## src/rtl/mips_multicycle_control.sv

```systemverilog
// mips_multicycle_control: main control FSM and ALU decoder of the multicycle MIPS core.
// Moore outputs come from state; only PCEn also depends on zero. Write enables are forced low while rst=1.
module mips_multicycle_control #(
  parameter int STATE_W = 4
) (
  input  logic               clk,
  input  logic               rst,
  input  logic [5:0]         opcode,
  input  logic [5:0]         funct,
  input  logic               zero,
  output logic               IorD,
  output logic               MemWrite,
  output logic               IRWrite,
  output logic               PCEn,
  output logic [1:0]         PCSrc,
  output logic               ALUSrcA,
  output logic [1:0]         ALUSrcB,
  output logic [2:0]         ALUControl,
  output logic               RegDst,
  output logic               MemtoReg,
  output logic               RegWrite,
  output logic               illegal_op,
  output logic [STATE_W-1:0] state_o
);
  typedef enum logic [STATE_W-1:0] {
    FETCH = 0, DECODE = 1, MEMADR = 2, MEMRD = 3, MEMWB = 4, MEMWR = 5, EXEC = 6,
    ALUWB = 7, BEQ = 8, BNE = 9, ADDIEX = 10, ADDIWB = 11, JUMP = 12
  } state_t;
  localparam logic [5:0] OP_LW = 6'b100011, OP_SW = 6'b101011, OP_R = 6'b000000,
                         OP_BEQ = 6'b000100, OP_BNE = 6'b000101, OP_ADDI = 6'b001000,
                         OP_J = 6'b000010;
  state_t state_q, state_d;
  logic ir_w, pc_w, mem_w, reg_w, ill, branch, branch_ne, funct_ok;
  logic [2:0] funct_ctl;
  always_ff @(posedge clk or posedge rst)
    if (rst) state_q <= FETCH;
    else     state_q <= state_d;
  assign funct_ok  = funct inside {6'b100000, 6'b100010, 6'b100100, 6'b100101, 6'b101010};
  assign funct_ctl = funct == 6'b100010 ? 3'b110 :
                     funct == 6'b100100 ? 3'b000 :
                     funct == 6'b100101 ? 3'b001 :
                     funct == 6'b101010 ? 3'b111 : 3'b010;
  always_comb begin
    state_d    = FETCH;
    ir_w       = 1'b0;
    pc_w       = 1'b0;
    mem_w      = 1'b0;
    reg_w      = 1'b0;
    ill        = 1'b0;
    branch     = 1'b0;
    branch_ne  = 1'b0;
    IorD       = 1'b0;
    PCSrc      = 2'b00;
    ALUSrcA    = 1'b0;
    ALUSrcB    = 2'b00;
    ALUControl = 3'b010;
    RegDst     = 1'b0;
    MemtoReg   = 1'b0;
    case (state_q)
      FETCH: begin
        ir_w = 1'b1; pc_w = 1'b1; ALUSrcB = 2'b01; state_d = DECODE;
      end
      DECODE: begin
        ALUSrcB = 2'b11;
        case (opcode)
          OP_LW, OP_SW: state_d = MEMADR;
          OP_R:         state_d = EXEC;
          OP_BEQ:       state_d = BEQ;
          OP_BNE:       state_d = BNE;
          OP_ADDI:      state_d = ADDIEX;
          OP_J:         state_d = JUMP;
          default:      ill = 1'b1;
        endcase
      end
      MEMADR: begin
        ALUSrcA = 1'b1; ALUSrcB = 2'b10; state_d = opcode == OP_SW ? MEMWR : MEMRD;
      end
      MEMRD:  begin IorD = 1'b1; state_d = MEMWB; end
      MEMWB:  begin reg_w = 1'b1; MemtoReg = 1'b1; end
      MEMWR:  begin IorD = 1'b1; mem_w = 1'b1; end
      EXEC: begin
        ALUSrcA = 1'b1; ALUControl = funct_ctl; ill = ~funct_ok; state_d = ALUWB;
      end
      ALUWB:  begin reg_w = 1'b1; RegDst = 1'b1; end
      BEQ, BNE: begin
        ALUSrcA = 1'b1; ALUControl = 3'b110; branch = 1'b1; PCSrc = 2'b01;
        branch_ne = state_q == BNE;
      end
      ADDIEX: begin ALUSrcA = 1'b1; ALUSrcB = 2'b10; state_d = ADDIWB; end
      ADDIWB: reg_w = 1'b1;
      JUMP:   begin pc_w = 1'b1; PCSrc = 2'b10; end
      default: ;
    endcase
  end
  assign IRWrite    = ir_w & ~rst;
  assign MemWrite   = mem_w & ~rst;
  assign RegWrite   = reg_w & ~rst;
  assign illegal_op = ill & ~rst;
  assign PCEn       = (pc_w | (branch & (zero ^ branch_ne))) & ~rst;
  assign state_o    = state_q;
endmodule

```

## config.mk

```make
export PLATFORM = sky130hd
export DESIGN_NAME = mips_multicycle_control
export DESIGN_NICKNAME = d
export VERILOG_FILES = /design/src/rtl/mips_multicycle_control.sv
export SDC_FILE = /design/constraint.sdc
export NUM_CORES = 1
export LEC_CHECK = 0
export CAP_MARGIN = 10
export CORE_UTILIZATION = 35
export CTS_BUF_LIST = sky130_fd_sc_hd__clkbuf_8
export DETAILED_ROUTE_END_ITERATION = 10
export PLACE_DENSITY = 0.79
export RECOVER_POWER = 50
export SKIP_CTS_REPAIR_TIMING = 1
export SYNTH_ARGS = -nofsm -noshare
export SYNTH_HDL_FRONTEND = slang
export SYNTH_SLANG_ARGS = --single-unit
```

## constraint.sdc

```tcl
create_clock -name clk -period 1.55 [get_ports clk]
set_input_delay 0.31 -clock clk [delete_from_list [all_inputs] [get_ports clk]]
set_output_delay 0.31 -clock clk [all_outputs]
set_load 0.01 [all_outputs]
```

==> key figures <==
Timing
  – RSZ-0062 raised after global routing: true
  – Fin. max-slew vios: 0
  – Final min period: 1.87 ns
  – Final Cycle Share: 1.21
  – Slew @ Worst Pin: 0.316 ns
  – Fmax: 534 MHz
  – Final hold viol count: 0
  – Max_slew headroom: 0.787
  – Setup Viol. Count Final: 14
  – Worst Skew: 0.00210 ns
  – Worst setup margin: -0.322 ns

Yosys
  – Avg Synthesized Cell Area: 7.08 um^2
  – Post-Synthesis Net Count: 97
  – Register area share after synthesis: 0.172
  – Distinct cells, synth: 32
  – Synth warn: 0
  – Cell Area, Synth: 581 um^2
  – Yosys reg bits: 4
  – Cells after synthesis: 82

Detailed routing
  – Routed Antenna Nets: 0
  – Drt pass-1 iters: 4
  – Via Count: 1040
  – WL/cell: 21.0 um
  – DRT iter0 DRCs: 37
  – Vias/cell: 6.01
  – Final WL: 3640 um
  – Final routed DRC violation total: 0

Outcome
  – Status: finished, violations left
  – Failing checks: negative setup slack

Worst setup path
  – Setup CP Type: in -> out
  – Reg-to-reg slack, setup: 0.02 ns
  – Worst Path Arrival: 1.56 ns
  – FF-to-FF End: state_o[0]
  – Slowest cell on crit path: clkdlybuf4s50_1
  – Cells on worst reg2reg path: 7
  – Worst Setup Start Kind: input port
  – Worst setup EP type: primary output
  – CP max FO: 2
  – Worst-path cell chain: clkdlybuf4s50_1, inv_1, a211oi_1, a21oi_2, nor3_1, buf_2
  – Critical R2R Launch: state_o[3]
  – Critical Path RT: 1.24 ns
  – Slowest cell delay on critical path: 0.49 ns

Floorplan
  – Initial core utilization: 0.381
  – Die height: 42.7 um
  – Die width: 42.7 um
  – Core area: 0.00152 mm^2
  – Core Rows: 14
  – Die area: 0.00183 mm^2
  – I/O Pins: 35

Clock network
  – CTS tree: built
  – Clock Sinks: 4
  – Clk Latency, worst-skew pair: 0.22 ns
  – CTS H-Tree Depth: 1
  – TritonCTS Buffers: 3
  – Clock-pin slew on the worst setup and hold paths: 0.04 ns
  – Clock Tree Root: clkbuf_8
  – Clock Tree Buf Depth: 2

Place
  – HPWL Detailed: 1720 um
  – Routability Congestion: 0.812
  – Port-buffer cells: 34
  – Post-Place Worst Slack: -0.909 ns
  – Placement Cell Area: 0.00117 mm^2

Final layout
  – Synth-to-Final Area Change: 149%
  – Final layout net count: 174
  – Antenna diodes: 0
  – Max reg flops: 4
  – Share of cells above drive strength 1: 0.650
  – Cell area after layout: 0.00145 mm^2

Job
  – Max_cap viols: 0

GRT
  – Global-route wire length before repair: 3750 um
  – Initial antenna violation count: 0
  – Largest net degree at the start of global routing: 9
  – GR Overflow Total: 0
  – Vias in the first global route: 871
  – Gr usage total: 0.269

Pwr
  – Max VDD drop: 0.980 mV
  – Leak: 0.785 nW
  – Power Density: 1390 mW/mm^2

Min path
  – Worst hold path class: in -> async
## cell usage in the layout, fill, tap and decap left out, drive strengths merged
master | Yosys | final
buf | 5 | 59
dlymetal6s2s | 0 | 13
nor2 | 12 | 12
a21oi | 8 | 8
nor3 | 6 | 6
nand2b | 6 | 6
clkbuf | 1 | 6
o21ai | 5 | 5
nand2 | 5 | 5
dfrtp | 4 | 4
a31oi | 3 | 3
nand4 | 3 | 3
inv | 3 | 3
clkdlybuf4s50 | 0 | 3
nor4b | 3 | 3
o31ai | 2 | 2
nor4 | 2 | 2
nor3b | 2 | 2
mux2 | 2 | 2
and4bb | 1 | 1
or4 | 1 | 1
o211ai | 1 | 1
nor2b | 1 | 1
or3b | 1 | 1
o22ai | 1 | 1
o21a | 1 | 1
o311ai | 1 | 1
a211oi | 1 | 1
xnor2 | 1 | 1
## synthesized netlist by cell type
cell / instances / area, um^2
clkbuf_2: 1 / 5.00
a211oi_1: 1 / 7.51
a31oi_1: 3 / 18.8
nor2_1: 11 / 41.3
o21ai_0: 5 / 25.0
o22ai_1: 1 / 6.26
o31ai_1: 1 / 7.51
nand4_1: 3 / 18.8
nor4_1: 2 / 12.5
or3b_2: 1 / 8.76
nor3_1: 5 / 25.0
o211ai_1: 1 / 7.51
dfrtp_1: 4 / 100
nand2b_1: 5 / 31.3
o21a_1: 1 / 7.51
or4_4: 1 / 11.3
o31ai_2: 1 / 12.5
buf_2: 5 / 25.0
a21oi_1: 6 / 30.0
nand2b_2: 1 / 8.76
a21oi_2: 2 / 17.5
nor2b_1: 1 / 6.26
nor4b_1: 3 / 26.3
nor3_4: 1 / 16.3
mux2_2: 2 / 22.5
and4bb_2: 1 / 12.5
nor2_2: 1 / 6.26
nand2_1: 5 / 18.8
xnor2_1: 1 / 8.76
o311ai_1: 1 / 8.76
nor3b_1: 2 / 15.0
inv_1: 3 / 11.3
## worst max-delay path by stage
stage               cells after the start       start          to
finish                                  6        zero        PCEn
global route                            6  state_o[0]        PCEn
CTS                                     6   opcode[1]  illegal_op
detailed placement                      6   opcode[1]  illegal_op
global placement                        6   opcode[1]  illegal_op
floorplan                               5   opcode[1]  illegal_op
## per-layer routing
| metal | part of all wire | vias up | track usage | routed length (um) |
|---|---|---|---|---|
| met4 | 0.042 | 0 | 0.106 | 154 |
| met3 | 0.060 | 18 | 0.0468 | 219 |
| met5 | 0 | - | 0 | 0 |
| met1 | 0.36 | 501 | 0.301 | 1300 |
| met2 | 0.54 | 65 | 0.494 | 1960 |
| li1 | - | 456 | - | - |
## cells by family (layout without fill, tap and decap cells)
family / Yosys count / after routing / synth area share
AOI/OAI and AO/OA: 23 / 23 / 0.256
xor gates and xnor gates: 1 / 1 / 0.0151
buffers and inverters: 9 / 84 / 0.0711
DFF: 4 / 4 / 0.172
muxes: 2 / 2 / 0.0388
and+or+nand+nor: 43 / 43 / 0.446
## worst max-delay path, delay by kind of cell
family                 cells  cell delay [ns]
and+or+nand+nor            1             0.16
buffers and inverters      3             0.72
AOI/OAI and AO/OA          2             0.37
## final cells by class
class                           instances  area [um^2]
Tap cell                               16         20.0
Clock buffer                            3         41.3
Timing Repair Buffer                   78          681
Fill cell                              43         76.3
Inverter                                3         11.3
Sequential cell                         4          100
Multi-Input combinational cell         69          594
## per-stage QoR
stage / instances / hold slack (ns) / power, mW / util / TNS [ns]
after global placement: 160 / 0.661 / 1.31 / 0.769 / -6.47
final: 173 / 0.248 / 2.01 / 0.950 / -1.88
after floorplan: 82 / 0.0845 / 0.674 / - / 0
after detailed placement: 160 / 0.700 / 1.33 / 0.769 / -6.91
after global routing: 173 / 0.254 / 2.08 / 0.950 / -2.55
after CTS: 163 / 0.547 / 1.57 / 0.796 / -8.70
## where the power goes
group          total (mW)  internal, mW  switching, mW
clock network       0.233         0.167         0.0666
logic                1.60         0.830          0.772
registers           0.175         0.139         0.0357
total                2.01          1.14          0.875
(Power assumes the default switching activity.)
